### src/rtl/jtag_dma_cmd_issuer_if.sv
// Command/response, DMA-master handshake and shared-buffer port bundle for jtag_dma_cmd_issuer.
// master = the issuer side, slave = the JTAG front end / DMA master / buffer side.
interface jtag_dma_cmd_issuer_if;
  logic        cmd_valid;
  logic [71:0] cmd_data;
  logic        cmd_ready;
  logic        rsp_valid;
  logic        rsp_ready;
  logic [31:0] rsp_data;
  logic [1:0]  rsp_status;
  logic        ipcore_dataReady;
  logic        ipcore_readReady;
  logic [3:0]  ipcore_byteEnable;
  logic [31:0] ipcore_address_to_read;
  logic        ipcore_switch_ready;
  logic [8:0]  bufferAddress;
  logic [31:0] dataIn;
  logic        writeEnable;
  logic [31:0] dataOut;

  modport master (
    input  cmd_valid, cmd_data, rsp_ready, ipcore_switch_ready, dataOut,
    output cmd_ready, rsp_valid, rsp_data, rsp_status,
           ipcore_dataReady, ipcore_readReady, ipcore_byteEnable, ipcore_address_to_read,
           bufferAddress, dataIn, writeEnable
  );

  modport slave (
    output cmd_valid, cmd_data, rsp_ready, ipcore_switch_ready, dataOut,
    input  cmd_ready, rsp_valid, rsp_data, rsp_status,
           ipcore_dataReady, ipcore_readReady, ipcore_byteEnable, ipcore_address_to_read,
           bufferAddress, dataIn, writeEnable
  );
endinterface

### src/rtl/jtag_dma_cmd_issuer.sv
// Issues one JTAG command at a time to the DMA bus master through the shared buffer, one response each.
// Optional: define JTAG_CMD_ALIGN_CHECK_EN to reject word-misaligned addresses with status 2'b11.
module jtag_dma_cmd_issuer #(
  parameter logic [8:0] BUFFER_ADDR    = 9'h000,
  parameter int         TIMEOUT_CYCLES = 1024
) (
  input  logic                  clock,
  input  logic                  reset,
  jtag_dma_cmd_issuer_if.master bus,
  output logic [2:0]            s_issuer_cur_state
);

  localparam logic [3:0] OP_WRITE = 4'h1;
  localparam logic [3:0] OP_READ  = 4'h2;

  localparam logic [1:0] ST_OK       = 2'b00;
  localparam logic [1:0] ST_TIMEOUT  = 2'b01;
  localparam logic [1:0] ST_ILLEGAL  = 2'b10;
  localparam logic [1:0] ST_MISALIGN = 2'b11;

  localparam int              CNT_W    = $clog2(TIMEOUT_CYCLES);
  localparam logic [CNT_W-1:0] CNT_LAST = CNT_W'(TIMEOUT_CYCLES - 1);

  typedef enum logic [2:0] {
    IDLE      = 3'd0,
    WRITE_BUF = 3'd1,
    ISSUE     = 3'd2,
    WAIT_BUSY = 3'd3,
    WAIT_DONE = 3'd4,
    READ_BUF  = 3'd5,
    CAPTURE   = 3'd6,
    RESPOND   = 3'd7
  } state_t;

  state_t state, state_nxt;

  logic [3:0]       cmd_op;
  logic             cmd_legal;
  logic             cmd_misaligned;
  logic             accept;
  logic             timeout_hit;
  logic             switch_ready;

  logic [3:0]       byte_en_q;
  logic [31:0]      addr_q;
  logic [31:0]      wdata_q;
  logic             is_read_q;
  logic [31:0]      rsp_data_q;
  logic [1:0]       rsp_status_q;
  logic [CNT_W-1:0] wait_cnt;

  assign cmd_op       = bus.cmd_data[71:68];
  assign cmd_legal    = (cmd_op == OP_WRITE) || (cmd_op == OP_READ);
  assign switch_ready = bus.ipcore_switch_ready;
  assign accept       = bus.cmd_valid & bus.cmd_ready;
  assign timeout_hit  = (wait_cnt == CNT_LAST);

`ifdef JTAG_CMD_ALIGN_CHECK_EN
  assign cmd_misaligned = (bus.cmd_data[33:32] != 2'b00);
`else
  assign cmd_misaligned = 1'b0;
`endif

  always_ff @(posedge clock or negedge reset) begin
    if (!reset) state <= IDLE;
    else        state <= state_nxt;
  end

  always_comb begin
    state_nxt = state;
    case (state)
      IDLE: begin
        if (accept) begin
          if (!cmd_legal || cmd_misaligned) state_nxt = RESPOND;
          else if (cmd_op == OP_WRITE)      state_nxt = WRITE_BUF;
          else                              state_nxt = ISSUE;
        end
      end
      WRITE_BUF: state_nxt = ISSUE;
      ISSUE:     state_nxt = WAIT_BUSY;
      WAIT_BUSY: begin
        if (timeout_hit)        state_nxt = RESPOND;
        else if (!switch_ready) state_nxt = WAIT_DONE;
      end
      // A completion seen on the last counted cycle takes priority over the timeout.
      WAIT_DONE: begin
        if (switch_ready)     state_nxt = is_read_q ? READ_BUF : RESPOND;
        else if (timeout_hit) state_nxt = RESPOND;
      end
      READ_BUF:  state_nxt = CAPTURE;
      CAPTURE:   state_nxt = RESPOND;
      RESPOND:   if (bus.rsp_ready) state_nxt = IDLE;
      default:   state_nxt = IDLE;
    endcase
  end

  always_comb begin
    bus.cmd_ready        = reset & (state == IDLE) & switch_ready;
    bus.rsp_valid        = (state == RESPOND);
    bus.ipcore_dataReady = (state == ISSUE) & ~is_read_q;
    bus.ipcore_readReady = (state == ISSUE) &  is_read_q;
    bus.writeEnable      = (state == WRITE_BUF);
    bus.dataIn           = (state == WRITE_BUF) ? wdata_q : 32'h0;
    bus.bufferAddress    = BUFFER_ADDR;
  end

  // Command fields are held from accept until the next accept so the DMA master sees stable values.
  always_ff @(posedge clock or negedge reset) begin
    if (!reset) begin
      byte_en_q    <= 4'h0;
      addr_q       <= 32'h0;
      wdata_q      <= 32'h0;
      is_read_q    <= 1'b0;
      rsp_data_q   <= 32'h0;
      rsp_status_q <= ST_OK;
      wait_cnt     <= '0;
    end else begin
      if (accept) begin
        byte_en_q  <= bus.cmd_data[67:64];
        addr_q     <= bus.cmd_data[63:32];
        wdata_q    <= bus.cmd_data[31:0];
        is_read_q  <= (cmd_op == OP_READ);
        rsp_data_q <= 32'h0;
        if (!cmd_legal)          rsp_status_q <= ST_ILLEGAL;
        else if (cmd_misaligned) rsp_status_q <= ST_MISALIGN;
        else                     rsp_status_q <= ST_OK;
      end

      if (state == ISSUE)
        wait_cnt <= '0;
      else if (state == WAIT_BUSY || state == WAIT_DONE)
        wait_cnt <= wait_cnt + CNT_W'(1);

      if ((state == WAIT_BUSY && timeout_hit) ||
          (state == WAIT_DONE && !switch_ready && timeout_hit))
        rsp_status_q <= ST_TIMEOUT;

      if (state == CAPTURE)
        rsp_data_q <= bus.dataOut;
    end
  end

  assign bus.rsp_data               = rsp_data_q;
  assign bus.rsp_status             = rsp_status_q;
  assign bus.ipcore_byteEnable      = byte_en_q;
  assign bus.ipcore_address_to_read = addr_q;
  assign s_issuer_cur_state         = state;

endmodule

### src/flat_wrapper.sv
// flat-port wrapper written by rule: the top's interface ports become plain ports
module jtag_dma_cmd_issuer_flat 
#(
  parameter logic [8:0] BUFFER_ADDR    = 9'h000,
  parameter int         TIMEOUT_CYCLES = 1024
)
  (clock, reset, s_issuer_cur_state, bus_cmd_valid, bus_cmd_data, bus_rsp_ready, bus_ipcore_switch_ready, bus_dataOut, bus_cmd_ready, bus_rsp_valid, bus_rsp_data, bus_rsp_status, bus_ipcore_dataReady, bus_ipcore_readReady, bus_ipcore_byteEnable, bus_ipcore_address_to_read, bus_bufferAddress, bus_dataIn, bus_writeEnable);
  jtag_dma_cmd_issuer_if bus_i ();
  input  logic clock;
  input  logic reset;
  output logic [2:0] s_issuer_cur_state;
  input wire logic [$bits(bus_i.cmd_valid)-1:0] bus_cmd_valid;
  input wire logic [$bits(bus_i.cmd_data)-1:0] bus_cmd_data;
  input wire logic [$bits(bus_i.rsp_ready)-1:0] bus_rsp_ready;
  input wire logic [$bits(bus_i.ipcore_switch_ready)-1:0] bus_ipcore_switch_ready;
  input wire logic [$bits(bus_i.dataOut)-1:0] bus_dataOut;
  output wire logic [$bits(bus_i.cmd_ready)-1:0] bus_cmd_ready;
  output wire logic [$bits(bus_i.rsp_valid)-1:0] bus_rsp_valid;
  output wire logic [$bits(bus_i.rsp_data)-1:0] bus_rsp_data;
  output wire logic [$bits(bus_i.rsp_status)-1:0] bus_rsp_status;
  output wire logic [$bits(bus_i.ipcore_dataReady)-1:0] bus_ipcore_dataReady;
  output wire logic [$bits(bus_i.ipcore_readReady)-1:0] bus_ipcore_readReady;
  output wire logic [$bits(bus_i.ipcore_byteEnable)-1:0] bus_ipcore_byteEnable;
  output wire logic [$bits(bus_i.ipcore_address_to_read)-1:0] bus_ipcore_address_to_read;
  output wire logic [$bits(bus_i.bufferAddress)-1:0] bus_bufferAddress;
  output wire logic [$bits(bus_i.dataIn)-1:0] bus_dataIn;
  output wire logic [$bits(bus_i.writeEnable)-1:0] bus_writeEnable;
  assign bus_i.cmd_valid = bus_cmd_valid;
  assign bus_i.cmd_data = bus_cmd_data;
  assign bus_i.rsp_ready = bus_rsp_ready;
  assign bus_i.ipcore_switch_ready = bus_ipcore_switch_ready;
  assign bus_i.dataOut = bus_dataOut;
  assign bus_cmd_ready = bus_i.cmd_ready;
  assign bus_rsp_valid = bus_i.rsp_valid;
  assign bus_rsp_data = bus_i.rsp_data;
  assign bus_rsp_status = bus_i.rsp_status;
  assign bus_ipcore_dataReady = bus_i.ipcore_dataReady;
  assign bus_ipcore_readReady = bus_i.ipcore_readReady;
  assign bus_ipcore_byteEnable = bus_i.ipcore_byteEnable;
  assign bus_ipcore_address_to_read = bus_i.ipcore_address_to_read;
  assign bus_bufferAddress = bus_i.bufferAddress;
  assign bus_dataIn = bus_i.dataIn;
  assign bus_writeEnable = bus_i.writeEnable;
  jtag_dma_cmd_issuer #(.BUFFER_ADDR(BUFFER_ADDR), .TIMEOUT_CYCLES(TIMEOUT_CYCLES)) u_core (.clock(clock), .reset(reset), .bus(bus_i), .s_issuer_cur_state(s_issuer_cur_state));
endmodule
### config.mk
export PLATFORM = sky130hd
export DESIGN_NAME = jtag_dma_cmd_issuer_flat
export DESIGN_NICKNAME = d
export VERILOG_FILES = /design/src/rtl/jtag_dma_cmd_issuer_if.sv /design/src/rtl/jtag_dma_cmd_issuer.sv /design/src/flat_wrapper.sv
export SDC_FILE = /design/constraint.sdc
export NUM_CORES = 1
export LEC_CHECK = 0
export ABC_AREA = 1
export CAP_MARGIN = 20
export CORE_MARGIN = 1.5
export CORE_UTILIZATION = 40
export CTS_CLUSTER_DIAMETER = 120
export DETAILED_ROUTE_END_ITERATION = 16
export HOLD_SLACK_MARGIN = 0.03
export PLACE_DENSITY = 0.76
export SLEW_MARGIN = 10
export SYNTH_ARGS = -nofsm -noshare
export SYNTH_HDL_FRONTEND = slang
export SYNTH_SLANG_ARGS = --single-unit
### constraint.sdc
create_clock -name clock -period 2.35 [get_ports clock]
set_input_delay 0.705 -clock clock [delete_from_list [all_inputs] [get_ports clock]]
set_output_delay 0.705 -clock clock [all_outputs]
set_load 0.1 [all_outputs]
Word-level counts from Yosys, hierarchy flattened --
Cells that the tools add are included.
Operators by class: $add $sub $neg 1, equality and inequality tests 14, multiplexer cells 18, bitwise gates (word level) 6, reductions and logical operators 12
Operators by type and width (number):
- $mux 32 | 3
- $pmux 3 s8 | 1
- $mux 3 | 7
- $mux 10 | 2
- $eq 3x3->1 const B | 4
- $add 10x1->10 const B | 1
- $eq 10x10->1 const B | 1
- $mux 2 | 5
- $eq 3x2->1 const B | 2
- $ne 3x2->1 const B | 2
- $reduce_bool 2->1 | 3
- $and 1x1->1 | 5
- $eq 4x1->1 const B | 1
- $eq 4x2->1 const B | 1
- $reduce_and 4->1 | 1
- $eq 3x1->1 const B | 1
- $logic_and 1x1->1 | 3
- $logic_not 3->1 | 1
- $logic_or 1x1->1 | 3
- $ne 2x1->1 const B | 1
- $ne 2x2->1 const B | 1
- $logic_not 1->1 | 1
- $not 1->1 | 1
Storage, ports and cells: register bits after elaboration 116, input bits 109, output and inout port bits 119, logic and storage cells 59

Depth between registers and ports, before layout --
Gate-level depths: netlist of the first run.
depth after elaboration 6, mapped depth 9, mapped depth without buffers 9

Worst setup path before layout of the first run --
Ideal clock, no wire load.
path kind reg-to-output, start register u_core.state[0], in the netlist u_core.s_issuer_cur_state[0], end output bus_dataIn[22], data arrival time 2.914 ns, data required time 1.645 ns, path slack -1.269 ns, cell stages (with the launch flop) 6, path buffers 1, cell sequence dfrtp_1 -> inv_1 -> nor2_1 -> nand2_1 -> clkbuf_1 -> nor2_1
Between the ends: word-level cells in the longest chain between the ends 2
RTL lines:
- start, declared | RTL line jtag_dma_cmd_issuer.sv:35 | state_t state, state_nxt;
- start signal, assigned | RTL line jtag_dma_cmd_issuer.sv:66 | else state <= state_nxt;
- $eq 3x1->1 | RTL line jtag_dma_cmd_issuer.sv:103 | bus.dataIn = (state == WRITE_BUF) ? wdata_q : 32'h0;
- $mux 32 | RTL line jtag_dma_cmd_issuer.sv:103
- end, declared | RTL line flat_wrapper.sv:26 | output wire logic [$bits(bus_i.dataIn)-1:0] bus_dataIn;
No other way between the ends.

Final worst setup path of the first run --
start register u_core.state[0], in the netlist u_core.s_issuer_cur_state[0], end output bus_dataIn[10]
Same word-level chain as after synthesis.

==> results of run 1 <==
-- layout make-up --
cell class | count | area share
Sequential cell | 116 | 0.3315
Timing Repair Buffer | 249 | 0.3093
Multi-Input combinational cell | 415 | 0.2361
Clock buffer | 21 | 0.05352
Inverter | 57 | 0.02533
Tap cell | 172 | 0.02448
Clock inverter | 11 | 0.01978
-- state kept, by name, indices dropped and copies added, names as in the netlist --
name,flops
u_core.bus.ipcore_address_to_read,32
u_core.is_read_q,1
u_core.wait_cnt,10
u_core.bus.rsp_status,2
u_core.bus.ipcore_byteEnable,4
u_core.wdata_q,32
u_core.bus.rsp_data,32
u_core.s_issuer_cur_state,3
-- routing by layer --
metal | part of all wire | GRT usage | wire length [um] | up-vias
li1 | - | - | - | 2402
met1 | 0.42 | 0.2860 | 6282 | 2315
met2 | 0.49 | 0.3796 | 7385 | 202
met3 | 0.075 | 0.06746 | 1123 | 12
met4 | 0.013 | 0.08211 | 202 | 0
met5 | 0 | 0 | 0 | -
-- critical path, cell delays in order, from the launching register on --
cell and delay [ns]:
dfrtp_4 0.43, inv_4 0.05, nor2_4 0.16, nand2_8 0.12, buf_12 0.19, nor2_4 0.13
buf_12 0.18
-- worst max path at each step --
stage / start / endpoint / slack [ns] / cells past startpoint
4_1_cts: u_core.s_issuer_cur_state[0] / bus_dataIn[10] / -0.05 / 6
3_3_place_gp: bus_ipcore_switch_ready / bus_cmd_ready / -0.007 / 4
6_report: u_core.s_issuer_cur_state[0] / bus_dataIn[10] / -0.01 / 6
2_1_floorplan: u_core.s_issuer_cur_state[0] / bus_dataIn[0] / -0.09 / 4
5_1_grt: u_core.s_issuer_cur_state[2] / bus_dataIn[13] / -0.09 / 5
3_5_place_dp: bus_ipcore_switch_ready / u_core.wdata_q[26] / -0.006 / 8
-- per-stage QoR --
stage	hold slack [ns]	utilization	cell area, um2	std cells
2_1_floorplan	0.4094	-	5478	628
3_3_place_gp	0.4644	0.6344	7974	999
3_5_place_dp	0.4662	0.6344	7974	999
4_1_cts	0.4329	0.6978	8770	1039
5_1_grt	0.4466	0.6995	8791	1041
6_report	0.3928	0.6995	8791	1041
-- what timing repair did --
action / CTS / global route
buffers inserted: 6 / 2
pin swaps: 3 / 3
gates cloned: 2 / 0
setup endpoints to repair: 32 / 35
resized for setup: 13 / 3
-- cells in the final DEF, fill, tap and decap left out, drive strengths merged --
cell           count
clkdlybuf4s50    107
nor2              53
o22ai              3
clkinvlp           4
nand3             79
nand3b             2
a21o               1
buf              142
nand2            213
conb               9
bufinv             4
a21oi              4
clkinv             3
dfrtp            116
inv               57
clkbuf            21
ha                 1
o21ai             43
xor2               2
nor3               3
nand4              2
-- logic make-up (layout without fill, tap and decap cells) --
logic type | count (synthesis) | in the layout | share of synthesized area
other | 1 | 9 | 0.0007324
buffers and inverters | 97 | 338 | 0.09140
AO/OA/AOI/OAI | 51 | 51 | 0.05108
adder cells (fa/ha/maj) | 1 | 1 | 0.002443
AND/OR/NAND/NOR | 352 | 352 | 0.2840
XOR/XNOR | 2 | 2 | 0.003422
flip-flops | 116 | 116 | 0.5670
==> impl_results.md, run 1 <==
* Post-Synthesis Cell Area at 5120 um2
* Initial Util at 0.4074
* CP required at 1.64 ns
* Final Skew at 0.008415 ns
* Num rows at 41
* CTS Hold Bufs at 0
* Setup CP Type: reg -> out
* Post-Synthesis Cells at 620
* Slew Limit Fails at 0
* Multi-input logic area at 2076 um2
* Gr usage total at 0.2288
* Rel. slew slack at 0.5526
* Most frequent cells after synthesis: nand2_1 (212), dfrtp_1 (116), nand3_1 (79)
* Setup_tns at -0.02279 ns
* Vias in the first global route at 4902
* Largest net degree at the start of global routing at 117
* Period utilization at 1.004
* Max Cap Violations at 0
* Post-Syn Area per Cell at 8.258 um2
* Main synth FF type: dfrtp_1
* WP data arrival at 1.65 ns
* IO Count at 228
* Final worst slack at -0.009879 ns
* Worst-skew pair later-pin latency at around 0.4 ns
* 1st-pass router iterations at 4
* Final wirelength at 14.99 mm
* Share of cells above drive strength 1 at 0.2578
* Asr flop ratio synth at 1.000
* Number of synthesized register bits at 116
* Unrepaired setup endpoints after global routing: yes
* Vias at 4931
* Routed Antenna Nets at 0
* Hold Crit Class: in -> async
* Cell taking the most area after synthesis: dfrtp_1
* CTS tree: done
* Reg2reg start: u_core.s_issuer_cur_state[0]
* Final Wtd Congestion at 0.8449
* Initial antenna violation count at 0
* Total gr overflow at 0
* Die width at roughly 120 um
* Slew @ Worst Pin at 0.6711 ns
* Failing checks: negative setup slack
* FF+latch area at 2914 um2
* Top cell type's share of synthesized area at 0.5670
* Via density at around 4.7
* R2R cell count at 10
* Area Overhead vs Synth at 71.70%
* Final hold viol count at 0
* Setup violations, final at 4
* Outcome: complete, but fails checks
* CTS Sinks at 116
* WL/cell at between 10 and 15 um
* Cell variety after synth at 24
* EDFF count, synth at 0
* Clock slew seen by the registers of the worst setup and hold paths at 0.05 ns
* Pre-CTS WS at -0.006271 ns
* Crit path launch type: register
* CTS Buf Count at 17
* CP endpoint kind: output port
* Final HPWL DP at around 11 mm
* Clk root buf: clkbuf_16
* Post-route DRC at 0
* Diode count at 0
* Sequential area share after synthesis at 0.5670
* First-pass GRT wire length at 23.92 mm
* Crit path time final at between 2 and 2.5 ns
* Die Y at 116.1 um
* Worst reg2reg setup slack at 0.30 ns
* Max clock buf depth at 2
* Max Freq at 423.8 MHz
* Fill cell count at 953
* Capturing point of the worst reg2reg path: u_core.wdata_q[0]
* Number of port buffers at 218
* Die area at 13490 um2
* CTS H-tree depth at 4
* Most common cell in the netlist: nand2_1
* Fin nets at 966
* Core Region at 12570 um2
* Yosys warning total at 0
* Drt initial violations at 287
* Most area-consuming cells after synthesis: dfrtp_1 (57%), nand2_1 (16%), nand3_1 (7.7%), inv_1 (4.0%), nor2_1 (3.7%)
* Worst Path Max Fanout at 11
Power of run 1 is left out: the tool's default activity adds up to more than one toggle a clock period on the data nets, which glitch-free logic cannot reach.
==> run 2: changes to the inputs <==
SLEW_MARGIN = 20   (was 10)
==> results of run 2 <==
The final DEF is identical to that of run 1; final timing and power are the same.
Power of run 2 is left out for the same reason.
==> run 3: changes to the inputs <==
==> constraint.sdc (replaced) <==
create_clock -name clock -period 2.35 [get_ports clock]
set_input_delay 0.47 -clock clock [delete_from_list [all_inputs] [get_ports clock]]
set_output_delay 0.47 -clock clock [all_outputs]
set_load 0.1 [all_outputs]
==> run 3 against run 2 <==
Net effect:
- the run now ends clean
- count of clock-buffer cells in the layout shrank 3
- clock skew grew 0.0031 ns
- via count shrank 1.3%
- first-iteration DRC count shrank 25%
- worst setup slack gained 0.099 ns
- critical path type unchanged
- critical endpoint is now bus_writeEnable
- highest routed layer unchanged
==> impl_results.md, run 3 (synthesis gave the netlist of run 1 again) <==
* Worst Path Max Fanout at 24 (was 11)
* Initial Util at 0.4074 (unchanged)
* Num rows at 41 (unchanged)
* Final Wtd Congestion at 0.8425 (was 0.8449)
* Routed Antenna Nets at 0 (unchanged)
* Multi-input logic area at 2034 um2 (was 2076 um2)
* WP data arrival at 1.79 ns (was 1.65 ns)
* Core Util, Final at 0.6739 (was 0.6995)
* CP delay by family, top: buffers and inverters (was flip-flops)
* CP max stage cell: dfrtp_4 (unchanged)
* Max clock buf depth at 2 (unchanged)
* CP endpoint kind: output port (unchanged)
* Final hold viol count at 0 (unchanged)
* Gr usage total at 0.2144 (was 0.2288)
* Worst path bufs/invs at 4 (was 3)
* Diode count at 0 (unchanged)
* Most used cell, CP: buf_12
* Crit path time final at 2.260 ns (was 2.360 ns)
* Crit path launch type: register (unchanged)
* Most frequent cells in the layout: nand2_1 (210), dfrtp_1 (113), clkdlybuf4s50_1 (107) (unchanged)
* CTS Buf Count at 17 (unchanged)
* Setup_tns at 0 ns (was -0.02279 ns)
* Max Freq at 442.4 MHz (was 423.8 MHz)
* Total gr overflow at 0 (unchanged)
* First-pass GRT wire length at 22.40 mm (was 23.92 mm)
* Area Overhead vs Synth at 65.42% (was 71.70%)
* Via density at 4.778 (was 4.737)
* WL/cell at 14.11 um (was 14.40 um)
* Outcome: completed (was complete, but fails checks)
* Setup CP Type: reg -> out (unchanged)
* Die area at 13490 um2 (unchanged)
* Clock slew seen by the registers of the worst setup and hold paths at 0.06 ns (was 0.05 ns)
* CTS tree: done (unchanged)
* Die Y at 116.1 um (unchanged)
* FF+latch area at 2912 um2 (was 2914 um2)
* Max Cap Violations at 0 (unchanged)
* Unrepaired setup endpoints after global routing: no (was yes)
* Vias in the first global route at 4785 (was 4902)
* Post-route DRC at 0 (unchanged)
* 1st-pass router iterations at 4 (unchanged)
* Number of port buffers at 218 (unchanged)
* Die width at 116.1 um (unchanged)
* Final Skew at 0.01154 ns (was 0.008415 ns)
* Vias at 4869 (was 4931)
* Most common cell after layout, fill and taps aside: nand2_1 (unchanged)
* CTS H-tree depth at 4 (unchanged)
* Final HPWL DP at 10.18 mm (was 10.59 mm)
* Critical-path cell list: inv_1, nor2_2, nand2_4, buf_12, clkinvlp_4, buf_12 (was inv_4, nor2_4, nand2_8, buf_12, nor2_4, buf_12)
* CTS Sinks at 116 (unchanged)
* Slew @ Worst Pin at 0.6411 ns (was 0.6711 ns)
* Clk root buf: clkbuf_16 (unchanged)
* Period utilization at 0.9619 (was 1.004)
* Fill cell count at 944 (was 953)
* Fin nets at 944 (was 966)
* Largest net degree at the start of global routing at 117 (unchanged)
* Core Region at 12570 um2 (unchanged)
* IO Count at 228 (unchanged)
* Worst-skew pair later-pin latency at 0.41 ns (was 0.40 ns)
* Critical path's largest stage delay at 0.51 ns (was 0.43 ns)
* Hold Slack at 0.1474 ns (was 0.3928 ns)
* Initial antenna violation count at 0 (unchanged)
* Final wirelength at 14.38 mm (was 14.99 mm)
* Hold Crit Class: in -> async (unchanged)
* CP required at 1.88 ns (was 1.64 ns)
* Rel. slew slack at 0.5726 (was 0.5526)
* Share of cells above drive strength 1 at 0.2349 (was 0.2578)
* Slew Limit Fails at 0 (unchanged)
* Drt initial violations at 216 (was 287)
* Setup violations, final at 0 (was 4)
==> run 3: cell type report <==
| type | instances | area share |
|---|---|---|
| sequential | 116 | 0.3438 |
| clock inverter | 14 | 0.01817 |
| tap | 172 | 0.02541 |
| timing repair buffer | 227 | 0.2949 |
| multi-input combinational | 415 | 0.2402 |
| inverter | 57 | 0.02571 |
| clock buffer | 18 | 0.05185 |
==> run 3: final timing paths <==
| kind | cells past startpoint | from | slack, ns | endpoint |
|---|---|---|---|---|
| worst max-delay path | 6 | u_core.s_issuer_cur_state[0] | 0.09 | bus_writeEnable |
| worst max register to register | 8 | u_core.s_issuer_cur_state[2] | 0.48 | u_core.bus.ipcore_address_to_read[31] |
| worst min-delay path | 2 | reset | 0.15 | u_core.bus.rsp_data[20] |
| min in group clock | 2 | u_core.bus.ipcore_address_to_read[6] | 0.48 | u_core.bus.ipcore_address_to_read[6] |
| worst min register to register | 2 | u_core.bus.ipcore_address_to_read[6] | 0.48 | u_core.bus.ipcore_address_to_read[6] |
| max in group asynchronous | 2 | reset | 1.62 | u_core.s_issuer_cur_state[0] |
==> run 3: metrics by stage <==
step                      instance area (um2)  setup slack (ns)  cells
after global routing                     8469           0.01465   1019
final                                    8469           0.08958   1019
after global placement                   7871            0.2665    987
after floorplan                          5416           0.01986    628
after detailed placement                 7871            0.1950    987
after CTS                                8464           0.02809   1019
==> run 3: per-layer routing <==
metal | vias to the layer above | share of wire | GRT usage
met5 | - | 0 | 0
li1 | 2356 | - | -
met1 | 2298 | 0.39 | 0.2486
met2 | 187 | 0.52 | 0.3686
met3 | 28 | 0.063 | 0.05812
met4 | 0 | 0.026 | 0.1049
==> run 3: what timing repair did <==
item,in CTS,in global routing
setup buffers,0,0
hold buffers,0,0
resized for setup,0,2
endpoints found under the setup margin,0,33
==> run 3: worst register-to-register path: stages (launching register included) <==
cell     delay, ns
dfrtp_4       0.46
inv_1         0.23
nand2_1       0.17
nor2_4        0.17
nand2_4       0.17
inv_2         0.16
buf_12        0.24
nand2_1       0.13
nand2_1       0.08
Power of run 3 is left out for the same reason.
